**config.mk**
```make
export PLATFORM = sky130hd
export DESIGN_NAME = sim_entropy_source
export DESIGN_NICKNAME = d
export VERILOG_FILES = /design/src/rtl/sim_entropy_source_pkg.sv /design/src/rtl/sim_entropy_source_lfsr32.sv /design/src/rtl/sim_entropy_source.sv
export SDC_FILE = /design/constraint.sdc
export NUM_CORES = 1
export LEC_CHECK = 0
export CAP_MARGIN = 40
export CORE_MARGIN = 4
export CORE_UTILIZATION = 30
export CTS_CLUSTER_DIAMETER = 30
export DETAILED_ROUTE_END_ITERATION = 16
export DONT_BUFFER_PORTS = 1
export PLACE_DENSITY_LB_ADDON = 0.25
export SYNTH_ARGS = -nofsm -noshare
export SYNTH_HDL_FRONTEND = slang
export SYNTH_SLANG_ARGS = --single-unit
```
**constraint.sdc**
```tcl
create_clock -name clk -period 1.9 [get_ports clk]
set_input_delay 0.095 -clock clk [delete_from_list [all_inputs] [get_ports clk]]
set_output_delay 0.095 -clock clk [all_outputs]
set_load 0.01 [all_outputs]
```
**src/rtl/sim_entropy_source_pkg.sv**
```systemverilog
`default_nettype none
// ============================================================================
// Module  : sim_entropy_source_pkg
// Purpose : Shared constants and types for the simulation-only fake entropy
//           source: LFSR width and tap mask, default seed, FSM encoding and
//           the single-step LFSR helper.
// Ports   : none (package)
// Revision: 1.0  initial release
// ============================================================================
package sim_entropy_source_pkg;

   localparam int          LFSR_WIDTH   = 32;
   localparam logic [31:0] LFSR_TAPS    = 32'h8020_0003;
   localparam logic [31:0] DEFAULT_SEED = 32'h0000_0001;

   // Wide enough to count up to the largest legal word width (64).
   localparam int          CNT_WIDTH    = 7;

   typedef enum logic [1:0] {
      ST_IDLE    = 2'd0,
      ST_COLLECT = 2'd1,
      ST_VALID   = 2'd2
   } state_e;

   // Galois right-shift step: the bit shifted out of position 0 decides
   // whether the tap mask is folded back in.
   function automatic logic [LFSR_WIDTH-1:0] lfsr_next(input logic [LFSR_WIDTH-1:0] s);
      return (s >> 1) ^ (s[0] ? LFSR_TAPS : '0);
   endfunction

endpackage
`default_nettype wire

```
**src/rtl/sim_entropy_source_lfsr32.sv**
```systemverilog
`default_nettype none
// ============================================================================
// Module  : sim_lfsr32
// Purpose : 32-bit Galois LFSR that advances one step per cycle when 'step'
//           is high and otherwise holds. Loads 'seed' on reset.
// Ports   : clk      in  clock
//           reset_n  in  asynchronous active-low reset
//           step     in  advance the LFSR this cycle
//           seed     in  value loaded on reset (must be nonzero)
//           state    out current LFSR contents
// Revision: 1.0  initial release
// ============================================================================
module sim_lfsr32
   import sim_entropy_source_pkg::*;
(
   input  logic                  clk,
   input  logic                  reset_n,
   input  logic                  step,
   input  logic [LFSR_WIDTH-1:0] seed,
   output logic [LFSR_WIDTH-1:0] state
);

   logic [LFSR_WIDTH-1:0] state_q;
   logic [LFSR_WIDTH-1:0] state_d;

   always_comb begin
      state_d = state_q;
      if (step) begin
         state_d = lfsr_next(state_q);
      end
   end

   always_ff @(posedge clk or negedge reset_n) begin
      if (!reset_n) begin
         state_q <= seed;
      end else begin
         state_q <= state_d;
      end
   end

   assign state = state_q;

endmodule
`default_nettype wire

```
**src/rtl/sim_entropy_source.sv**
```systemverilog
`default_nettype none
// ============================================================================
// Module  : sim_entropy_source
// Purpose : Simulation-only fake entropy source. A seeded LFSR bit stream is
//           collected into DATA_WIDTH-bit words and offered on a syn/ack
//           handshake. Provides no real entropy; never synthesise into a
//           product.
// Ports   : clk           in  clock
//           reset_n       in  asynchronous active-low reset
//           enable        in  run request; low aborts to IDLE
//           stuck_mode    in  force collected bits to 0
//           raw_entropy   out LFSR state while running, else 0
//           stats         out saturating count of acked words
//           enabled       out high while the FSM is not IDLE
//           entropy_syn   out word valid
//           entropy_data  out word (0 while syn is low)
//           entropy_ack   in  consumer accepts the word
// Revision: 1.0  initial release
// ============================================================================
module sim_entropy_source
   import sim_entropy_source_pkg::*;
#(
   parameter int          DATA_WIDTH = 32,
   parameter logic [31:0] SEED       = DEFAULT_SEED
) (
   input  logic                  clk,
   input  logic                  reset_n,
   input  logic                  enable,
   input  logic                  stuck_mode,
   output logic [31:0]           raw_entropy,
   output logic [31:0]           stats,
   output logic                  enabled,
   output logic                  entropy_syn,
   output logic [DATA_WIDTH-1:0] entropy_data,
   input  logic                  entropy_ack
);

   generate
      if ((DATA_WIDTH < 8) || (DATA_WIDTH > 64)) begin : g_bad_width
         $error("sim_entropy_source: DATA_WIDTH must be within 8..64");
      end
      if (SEED == 32'h0) begin : g_bad_seed
         $error("sim_entropy_source: SEED must be nonzero");
      end
   endgenerate

   state_e                state_q, state_d;
   logic [CNT_WIDTH-1:0]  cnt_q,   cnt_d;
   logic [DATA_WIDTH-1:0] col_q,   col_d;
   logic [31:0]           stats_q, stats_d;

   logic [LFSR_WIDTH-1:0] lfsr_state;
   logic                  lfsr_step;
   logic                  new_bit;

   // The LFSR advances exactly once per collected bit; an abort edge
   // (enable low) collects nothing, so it does not step either.
   assign lfsr_step = (state_q == ST_COLLECT) && enable;
   assign new_bit   = stuck_mode ? 1'b0 : lfsr_state[0];

   sim_lfsr32 u_lfsr (
      .clk     (clk),
      .reset_n (reset_n),
      .step    (lfsr_step),
      .seed    (SEED),
      .state   (lfsr_state)
   );

   always_comb begin
      state_d = state_q;
      cnt_d   = cnt_q;
      col_d   = col_q;
      stats_d = stats_q;

      if (!enable) begin
         // Abort: any pending word is dropped without being counted.
         state_d = ST_IDLE;
         cnt_d   = '0;
         col_d   = '0;
      end else begin
         case (state_q)
            ST_IDLE: begin
               state_d = ST_COLLECT;
               cnt_d   = '0;
               col_d   = '0;
            end
            ST_COLLECT: begin
               col_d = {col_q[DATA_WIDTH-2:0], new_bit};
               cnt_d = cnt_q + CNT_WIDTH'(1);
               if (cnt_q == CNT_WIDTH'(DATA_WIDTH - 1)) begin
                  state_d = ST_VALID;
               end
            end
            ST_VALID: begin
               if (entropy_ack) begin
                  state_d = ST_COLLECT;
                  cnt_d   = '0;
                  col_d   = '0;
                  if (stats_q != 32'hFFFF_FFFF) begin
                     stats_d = stats_q + 32'd1;
                  end
               end
            end
            default: begin
               state_d = ST_IDLE;
               cnt_d   = '0;
               col_d   = '0;
            end
         endcase
      end
   end

   always_ff @(posedge clk or negedge reset_n) begin
      if (!reset_n) begin
         state_q <= ST_IDLE;
         cnt_q   <= '0;
         col_q   <= '0;
         stats_q <= '0;
      end else begin
         state_q <= state_d;
         cnt_q   <= cnt_d;
         col_q   <= col_d;
         stats_q <= stats_d;
      end
   end

   assign enabled      = (state_q != ST_IDLE);
   assign entropy_syn  = (state_q == ST_VALID);
   assign entropy_data = entropy_syn ? col_q : '0;
   assign raw_entropy  = enabled ? lfsr_state : 32'h0;
   assign stats        = stats_q;

endmodule
`default_nettype wire

```
# [After elaboration in Yosys (flattened, before gate mapping)]
# Cells that the tools add are included.
[totals] ff_bits=105 latchBits=0 ramBits=0 mem_bits_ro=0 elab_cells=33 memories=0
[classes] addsub=2 n_mul=0 div=0 n_lt_le_gt_ge=0 eq_ne=6 shift=0 muxes=14 bitwise=1 n_reduce_logical=5
[ops] cell="$mux W32" count=5
[ops] cell="$pmux W32 S2" count=1
[ops] cell="$add A32 B1 Y32 const B" count=1
[ops] cell="$ne A32 B32 Y1 const B" count=1
[ops] cell="$xor A31 B32 Y32" count=1
[ops] cell="$mux W7" count=2
[ops] cell="$pmux W7 S2" count=1
[ops] cell="$add A7 B1 Y7 const B" count=1
[ops] cell="$eq A7 B5 Y1 const B" count=1
[ops] cell="$mux W2" count=3
[ops] cell="$ne A3 B2 Y1 const B" count=2
[ops] cell="$pmux W2 S3" count=1
[ops] cell="$reduce_and A4 Y1" count=1
[ops] cell="$eq A2 B1 Y1 const B" count=1
[ops] cell="$eq A2 B2 Y1 const B" count=1
[ops] cell="$logic_not A2 Y1" count=1
[ops] cell="$reduce_and A2 Y1" count=1
[ops] cell="$reduce_bool A2 Y1" count=1
[ops] cell="$logic_and A1 B1 Y1" count=1
[ops] cell="$mux W1" count=1

# [Logic depth before layout (Yosys ltp)]
[logic_depth] depth_word=4 mapped_depth=6 mapped_depth_nobuf=6

# [Worst setup path before layout]
# No wires, ideal clock.
[synth_path] kind="reg-to-reg" startpoint="register stats_q[3], in the netlist stats[3]" endpoint="register stats_q[25], in the netlist stats[25]" t_arrival_ns=1.826 t_required_ns=1.772 path_slack_ns=-0.054 path_stages_with_launch=6 path_buffers=0 path_cell_list="dfrtp_1 > nand3_2 > or4_1 > o311ai_2 > nor2_1 > xor2_1"
[synth_via] elab_chain_cells=2 word_cells_on_any_way=3 classes_between="1 x add/sub; 1 x eq/ne; 1 x reduce/logical"
[synth_lines] item="from (decl)" line_no="sim_entropy_source.sv:50" rtl="logic [31:0] stats_q, stats_d;"
[synth_lines] item="from (signal assigned)" line_no="sim_entropy_source.sv:123" rtl="stats_q <= stats_d;"
[synth_lines] item="parallel branches: the longest is 2 deep, another holds $add A32 B1 Y32"
# Parallel ways; which one is timed is not known.
# A chain may end at the register's enable or synchronous reset.

# [Worst setup path after layout]
[layout_path] startpoint="register stats_q[0], in the netlist stats[0]" endpoint="register stats_q[27], in the netlist stats[27]"
# Same word-level chain as after synthesis.

==> results.tsv <==
metric	value	unit
seq_area_frac_synth	55.2	%
ys_async_sr_fraction	100	%
layout-drive-gt1-share	18.3	%
numClockSinks	105	
synth_cell_types	39	
ys.flop_type	dfrtp_1	
syn-cell-area	4760	sq um
max_stage_delay	450	ps
grt_pass1_wl	18000	um
r2r_start	stats[0]	
syn_inst	474	
grt_pass1_vias	3465	
hold_violations	105	
antenna_found_initial	0	
synth_fp_nets	481	
hold_path_class	in -> async	
fmax	519	MHz
path_class	reg -> reg	
cts.clk_slew.worst_paths	70	ps
die_h	134	um
gp_congestion	0.790	
drt-total-wl	10900	um
cts_tree	yes	
wire_per_inst	14.7	um
slew_violations	0	
r2r_cells	6	
dieArea	18000	sq um
fill_cells	1535	
worst-path-buf-inv	0	
cts_buffer_depth	2	
pin_count	103	
setup_viol_count_final	5	
fin_crit_sh	101	%
grt.overflow.total	0	
start_util	31.0	%
finalPower	4.23	mW
start_kind	register	
synthTopCellsByArea	dfrtp_1 (55%), nand2_1 (8.4%), a22o_1 (5.9%)	
post-synth-top-area-fraction	54.6	%
synth-edff-count	0	
cts_buffers	9	
grt_max_degree	106	
violations	negative hold slack, negative setup slack	
slowest_stage	or4_4	
r2r_slack	-30	ps
rows	45	
max-cap-violations	0	
cp_max_fo	6	
cp.required	2130	ps
hold_slack	-559	ps
fin_skew	6.65	ps
syn_to_final_growth	21.7	%
yosys-top-cells-count	nand2_1 (107), dfrtp_1 (104), nor2b_1 (34)	
cts_root_buf	clkbuf_16	
end_kind	register	
min_period	1930	ps
grt_setup_unrepaired	yes	
synth_top_cell_by_area	dfrtp_1	
core	15400	sq um
tightest_slew	426	ps
diodes	0	
drtIter0Drc	149	
slew_headroom	71.4	%
cts_hold_buffers	3	
portBuffers	0	
avgSynthCellArea	10.0	sq um
die-width	134	um
clkLatencyLatePin	350	ps
finalWorstSetupSlack	-25.6	ps
hpwlAfterDp	7460	um
worstReg2RegEnd	stats[27]	
synth_most_common_cell	nand2_1	
dp_slack	26.6	ps
ys_warn_count	0	
firstDrtPassIters	4	
vias_per_cell	4.68	
arrival	2150	ps
dr_total_vias	3471	
p_leak	2.83	nW
power.density	729	nW/um^2
placed_cell_area	5390	sq um
gr-usage-all-layers	12.4	%
status	complete, but fails checks	
synth-seq-cells	105	
drc	0	
htree_num_levels	3	
path_delay_family	simple AND/OR/NAND/NOR gates	
path_cells	ha_4 > nand3_2 > or4_4 > o311ai_4 > nor2_1 > xor2_1	
nets	532	
irDropWorstVdd	426	uV
drtAntennaViolNets	0	
finalInstanceArea	5800	sq um
[metrics by stage]
step	util, %	instances	TNS, ps
floorplan	-	474	0
global placement	35.1	716	0
detailed placement	35.1	716	0
CTS	37.2	735	0
global route	37.7	741	-598
finish	37.7	741	-75.9
[state kept, by name (all words and copies together), names as in the netlist]
| register | cells |
|---|---|
| state_q | 2 |
| col_q | 32 |
| u_lfsr.state | 32 |
| stats | 32 |
| cnt_q | 7 |
[power breakdown]
part	internal (mW)	total (mW)	switching, mW	leakage [nW]
sequential	2.24	2.24	0.00202	1.45
clock	1.04	1.91	0.870	0.150
combinational	0.0216	0.0751	0.0535	1.23
[layout make-up]
class	count	area, sq um	area share [%]
clock inverter	6	72.6	1.25
clock buffer	10	229	3.95
tap	211	264	4.55
timing repair buffer	62	498	8.59
inverter	5	18.8	0.324
sequential	105	2630	45.4
multi-input combinational	342	2080	35.9
[per-layer routing]
metal	GRT usage [%]	vias up	wire, um	share of wire [%]
li1	-	1690	-	-
met1	16.6	1690	5090	47
met2	18.4	81	4830	44
met3	4.39	10	823	7.5
met4	4.63	0	161	1.5
met5	0	-	0	0
[how the worst max path moves through the flow]
stage	startpoint	end	slack [ps]	cells past startpoint
6_report	stats[0]	stats[27]	-30	6
5_1_grt	stats[0]	stats[31]	-110	6
4_1_cts	stats[8]	stats[7]	3	5
3_5_place_dp	stats[8]	stats[7]	30	5
3_3_place_gp	stats[4]	stats[31]	50	5
2_1_floorplan	stats[21]	stats[1]	0.2	5
[cells by family (layout without fill, tap and decap cells)]
| group | after synthesis | in the layout | share of synthesized area [%] |
|---|---|---|---|
| flops | 105 | 105 | 55.2 |
| fa+ha+maj | 2 | 2 | 0.525 |
| compound gates | 52 | 52 | 8.54 |
| buf+inv | 28 | 83 | 2.36 |
| xor+xnor | 34 | 34 | 6.25 |
| simple gates | 252 | 253 | 26.9 |
| mux | 1 | 1 | 0.236 |
[cells in the final DEF (no fill, tap or decap), types with 3 or more instances in the layout]
cell type / count
nand2_1: 107
dfrtp_1: 101
buf_4: 57
nor2b_1: 33
and2_1: 32
a22o_1: 32
nor2_1: 19
xnor2_1: 18
xor2_1: 16
nand4_1: 13
o21ai_0: 12
nand3_1: 9
nor3_1: 9
clkbuf_16: 9
inv_1: 5
and3_1: 5
nor2_2: 3
nand4b_1: 3
or4_4: 3
inv_6: 3
dlygate4sd3_1: 3
dfrtp_2: 3
[what timing repair did]
| action | 4_1_cts | 5_1_grt |
|---|---|---|
| setup buffers | 0 | 5 |
| resized for setup | 0 | 9 |
| setup endpoints to repair | 0 | 17 |
| hold endpoints to repair | 109 | 105 |
No activity file was read; power rests on OpenSTA's default activity.
